## src/rtl/hamming_stream_acc.sv

```systemverilog
// hamming_stream_acc
//
// Streams two N-bit operands in as CC chunks of W = N/CC bits each (LSB
// chunk first). It accumulates the Hamming distance between them across one
// frame, then holds the result with a threshold compare until the next frame
// starts.
//
// Ports:
//   clk       - single clock; all state changes on the rising edge
//   rst       - synchronous, active-low reset (0 = reset)
//   start     - one-cycle pulse that opens a frame (honoured in IDLE and DONE)
//   in_valid  - a g/e chunk is present this cycle
//   in_ready  - block accepts a chunk this cycle (high throughout ACCUM)
//   g_input   - garbler chunk, W bits
//   e_input   - evaluator chunk, W bits, same beat order as g_input
//   thresh    - compare threshold, sampled on the edge that enters DONE
//   o         - frame result (distance, or N - distance when MODE=1)
//   o_valid   - o is final; o and match are held while this is high
//   match     - o <= thresh; meaningful only while o_valid is high
//   busy      - frame in progress
//   dbg_state - current frame state (0 IDLE, 1 ACCUM, 2 DONE)
//
// Handshake: a beat transfers on a rising edge where in_valid and in_ready
// are both high. Cycles with in_valid low are bubbles with no limit on their
// number. in_valid outside ACCUM is ignored and no data is absorbed.
//
// N must be divisible by CC. CC=1 and W=1 are both legal.

module hamming_stream_acc #(
    parameter int N    = 32,
    parameter int CC   = 8,
    parameter int MODE = 0,
    localparam int W   = N / CC,
    localparam int OW  = $clog2(N + 1)
) (
    input  logic          clk,
    input  logic          rst,
    input  logic          start,
    input  logic          in_valid,
    output logic          in_ready,
    input  logic [W-1:0]  g_input,
    input  logic [W-1:0]  e_input,
    input  logic [OW-1:0] thresh,
    output logic [OW-1:0] o,
    output logic          o_valid,
    output logic          match,
    output logic          busy,
    output logic [1:0]    dbg_state
);

    localparam int PW = $clog2(W + 1);   // per-beat popcount width
    localparam int CW = $clog2(CC + 1);  // beat counter width

    typedef enum logic [1:0] {
        S_IDLE  = 2'd0,
        S_ACCUM = 2'd1,
        S_DONE  = 2'd2
    } state_t;

    state_t        state_q, state_d;
    logic [OW-1:0] acc_q, acc_d;
    logic [CW-1:0] cnt_q, cnt_d;
    logic [OW-1:0] o_q, o_d;
    logic          match_q, match_d;

    logic          beat_fire;
    logic [PW-1:0] beat_pc;
    logic [OW-1:0] acc_sum;
    logic [OW-1:0] result;

    function automatic logic [PW-1:0] popcount(input logic [W-1:0] v);
        logic [PW-1:0] c;
        c = '0;
        for (int i = 0; i < W; i++) begin
            c = c + PW'(v[i]);
        end
        return c;
    endfunction

    always_comb begin
        state_d   = state_q;
        acc_d     = acc_q;
        cnt_d     = cnt_q;
        o_d       = o_q;
        match_d   = match_q;
        beat_fire = in_valid && (state_q == S_ACCUM);
        beat_pc   = popcount(g_input ^ e_input);
        // acc never exceeds N, which fits in OW bits, so no overflow.
        acc_sum   = acc_q + OW'(beat_pc);
        result    = (MODE != 0) ? (OW'(N) - acc_sum) : acc_sum;

        unique case (state_q)
            S_IDLE: begin
                if (start) begin
                    state_d = S_ACCUM;
                    acc_d   = '0;
                    cnt_d   = '0;
                end
            end
            S_ACCUM: begin
                // start is ignored here; a coincident beat is still taken.
                if (beat_fire) begin
                    acc_d = acc_sum;
                    cnt_d = cnt_q + CW'(1);
                    if (cnt_q == CW'(CC - 1)) begin
                        // Result and compare are captured on the same edge
                        // that takes the last beat, so they are stable for
                        // the whole DONE residency.
                        state_d = S_DONE;
                        o_d     = result;
                        match_d = (result <= thresh);
                    end
                end
            end
            S_DONE: begin
                if (start) begin
                    state_d = S_ACCUM;
                    acc_d   = '0;
                    cnt_d   = '0;
                    o_d     = '0;
                    match_d = 1'b0;
                end
            end
            default: begin
                state_d = S_IDLE;
            end
        endcase
    end

    always_ff @(posedge clk) begin
        if (!rst) begin
            state_q <= S_IDLE;
            acc_q   <= '0;
            cnt_q   <= '0;
            o_q     <= '0;
            match_q <= 1'b0;
        end else begin
            state_q <= state_d;
            acc_q   <= acc_d;
            cnt_q   <= cnt_d;
            o_q     <= o_d;
            match_q <= match_d;
        end
    end

    assign in_ready  = (state_q == S_ACCUM);
    assign busy      = (state_q == S_ACCUM);
    assign o_valid   = (state_q == S_DONE);
    assign o         = o_q;
    assign match     = match_q;
    assign dbg_state = state_q;

endmodule

```

## config.mk

```make
export PLATFORM = sky130hd
export DESIGN_NAME = hamming_stream_acc
export DESIGN_NICKNAME = d
export VERILOG_FILES = /design/src/rtl/hamming_stream_acc.sv
export SDC_FILE = /design/constraint.sdc
export NUM_CORES = 1
export LEC_CHECK = 0
export CORE_MARGIN = 3
export CORE_UTILIZATION = 25
export DETAILED_ROUTE_END_ITERATION = 8
export PLACE_DENSITY_LB_ADDON = 0.25
export SETUP_SLACK_MARGIN = 0.1
export SYNTH_ARGS = -nofsm -noshare
export SYNTH_HDL_FRONTEND = slang
export SYNTH_SLANG_ARGS = --single-unit
export TNS_END_PERCENT = 5
```

## constraint.sdc

```tcl
create_clock -name clk -period 4.6 [get_ports clk]
set_clock_uncertainty 0.2 [all_clocks]
set_input_delay 0.92 -clock clk [delete_from_list [all_inputs] [get_ports clk]]
set_output_delay 0.92 -clock clk [all_outputs]
set_load 0.1 [all_outputs]
```

==> reports/results.ini <==
[power]
total_power_mw = 0.387
vdd_drop_max_mv = 0.108
p_per_area_mw_per_mm2 = 254
leakage_nw = 0.604

[sta]
worstMarginPinSlew_ns = 0.973
finalMaxSlewViolations = 0
max_freq_mhz = 232
hold_viol = 0
layout_setup_ws_ns = 0.282
rsz0062_at_grt = false
finalSetupViolCount = 0
max_slew_margin_pct = 34.9
layout_min_cycle_time_ns = 4.32
min_period_over_period_pct = 93.9

[clock_tree]
cts_buffer_depth = 2
clock_latency_ns = 0.26
cts-root-buf = clkbuf_8
cts_num_sinks = 19
cts_post_setup_buffers_inserted = 0
cts_buffers = 3
cts.clk_slew.worst_paths_ns = 0.07
htree_levels = 1
cts_tree = yes
hold_buffers = 0

[synthesis]
synth.distinct_cells = 35
synth_edf_count = 0
avgSynthCellArea_um2 = 8.57
yosys-top-cells-area = dfxtp_1 33%, ha_1 8.8%, fa_1 5.3%, a21oi_1 4.8%, nand2_1 4.6%
syn_area_mm2 = 0.00114
synth_top_flop_cell = dfxtp_1
syn-instance-count = 133
synth_area_leader_cell = dfxtp_1
synth_top_cell_area_share_pct = 33.4
async_flop_share_pct = 0
syn_nets = 162
ys_seq_elements = 19
yosysSeqAreaShare_pct = 33.4
yosysWarnings = 0

[routing]
ant_nets = 0
post_drt_via_cell_ratio = 4.77
vias = 1012
drtPass1Iterations = 4
drt-total-wl_um = 2580
drc = 0
drt_iter0_markers = 44
detail_route.wl_per_cell_um = 12.1

[setup_path]
end_kind = flip-flop
cp_data_required_time_ns = 4.58
reg2reg_to = match$_SDFFE_PN0P_
worstPathCellList = clkdlybuf4s50_1 > xnor2_1 > fa_1 > inv_1 > fa_1 > fa_2 > nand3_1 > xnor2_1 > ha_1 > o21ai_1 > nor2_1 > or4_1 > a31oi_1
crit_arrival_ns = 4.30
critPathMaxFanout = 4
r2r-start = acc_q[0]$_SDFFE_PN0P_
r2r.worst_path.cells = 12
r2r_slack_ns = 1.08
slowest_stage = fa_1
slowest_delay_ns = 0.50
worstSetupPathType = input pin to flip-flop
worst_setup_path_start_kind = input pin

[flow_run]
cap_violations = 0

[final_layout]
final_common_cell = clkdlybuf4s50_1
mostFrequentLayoutCells = 29 x clkdlybuf4s50_1, 19 x dfxtp_1, 14 x nand2_1, 11 x inv_1, 11 x a21oi_1
syn_to_final_growth_pct = 33.7
antenna_cells = 0
nets = 192
fillCellCount = 435
drive_above_1_share_pct = 4.32

[global_routing]
grt_pass1_vias = 973
overflow = 0
grt_pass1_wl_um = 4400
antenna_found_initial = 0
track_usage_pct = 10.4
grt_max_degree = 17

[hold_path]
min_to = o[2]$_SDFFE_PN0P_
holdCritPathClass = flip-flop to flip-flop
hold_path_depth = 2
min_from = o[2]$_SDFFE_PN0P_

[die]
io-pin-count = 30
coreArea_mm2 = 0.00420
die_w_um = 73.5
start_util_pct = 27.1
rows = 23
die_area_mm2 = 0.00541
die_h_um = 73.5

[place]
io_buffer_count = 29
gp_congestion = 0.756
dp_worst_setup_slack_ns = -0.105
hpwlAfterDp_um = 2080

[run_status]
outcome = completed

-- sequential cells by signal, indices dropped and copies added, names as in the netlist --
register,flops
dbg_state,2
cnt_q,4
acc_q,6
match,1
o,6
-- area by class of cell --
type                            count  area, um^2  area share, %
Inverter                           11        41.3           2.71
Timing Repair Buffer               30         298           19.5
Sequential cell                    19         380           25.0
Multi-Input combinational cell     98         697           45.7
Tap cell                           50        62.6           4.11
Clock buffer                        4        45.0           2.96
-- cells in the mapped netlist, types with 2 or more instances --
cell type / instances
nand3_1: 9
nand2_1: 14
dfxtp_1: 19
a211oi_1: 2
mux2_2: 2
inv_1: 11
a22oi_1: 4
xnor2_1: 5
nand2b_1: 3
nor2b_1: 2
ha_1: 8
nand4_1: 2
fa_1: 3
clkbuf_1: 3
a21oi_1: 11
nor2_1: 9
a31oi_1: 2
o2bb2ai_1: 2
xor2_1: 6
-- per-layer routing --
layer  vias up  GRT usage, %  routed length, um
met5         -             0                  0
met4         0          3.02                 31
met3         5          3.01                155
met2        23          17.4               1240
met1       467          12.9               1150
li1        517             -                  -
-- where the power goes --
| group | switching (mW) | total, mW | internal, mW |
|---|---|---|---|
| clock | 0.0559 | 0.117 | 0.0616 |
| combinational | 0.0575 | 0.100 | 0.0425 |
| sequential | 0.00355 | 0.170 | 0.166 |
-- per-stage QoR --
step	hold WS [ns]	setup TNS [ns]	instances	area, um^2	utilization (%)
5_1_grt	0.286	0	212	1520	36.3
6_report	0.267	0	212	1520	36.3
2_1_floorplan	0.269	0	133	1140	-
3_5_place_dp	0.261	-0.105	208	1480	35.1
3_3_place_gp	0.259	0	208	1480	35.1
4_1_cts	0.271	0	212	1520	36.2
-- cell families (layout without fill, tap and decap cells) --
family,Yosys count,in the layout,share of synthesized area [%]
simple gates,48,48,21.4
compound gates,25,25,14.2
flops,19,19,33.4
buf+inv,16,45,5.71
fa+ha+maj,11,11,14.1
xor+xnor,11,11,8.45
mux,3,3,2.85
-- worst max-delay path, delay by kind of cell --
family | cells | cell delay (ns)
adders and majority gates | 4 | 1.64
and+or+nand+nor | 3 | 0.63
buffers and inverters | 2 | 0.46
AOI/OAI and AO/OA | 2 | 0.33
xor gates and xnor gates | 2 | 0.30
-- worst max path at each step --
| stage | startpoint | end | slack (ns) | cells past startpoint |
|---|---|---|---|---|
| after floorplan | dbg_state[0]$_SDFFE_PN0P_ | in_ready | 0.26 | 3 |
| after CTS | g_input[0] | match$_SDFFE_PN0P_ | 0.16 | 13 |
| after global placement | e_input[0] | match$_SDFFE_PN0P_ | 0.03 | 13 |
| after global routing | g_input[0] | match$_SDFFE_PN0P_ | 0.12 | 13 |
| after detailed placement | g_input[0] | match$_SDFFE_PN0P_ | -0.10 | 13 |
| final | g_input[0] | match$_SDFFE_PN0P_ | 0.28 | 13 |
-- repair_timing --
action / 4_1_cts / 5_1_grt
setup endpoints to repair: 0 / 1
endpoints found under the hold margin: 0 / 0
resized for setup: 0 / 2
(Power assumes the default switching activity.)
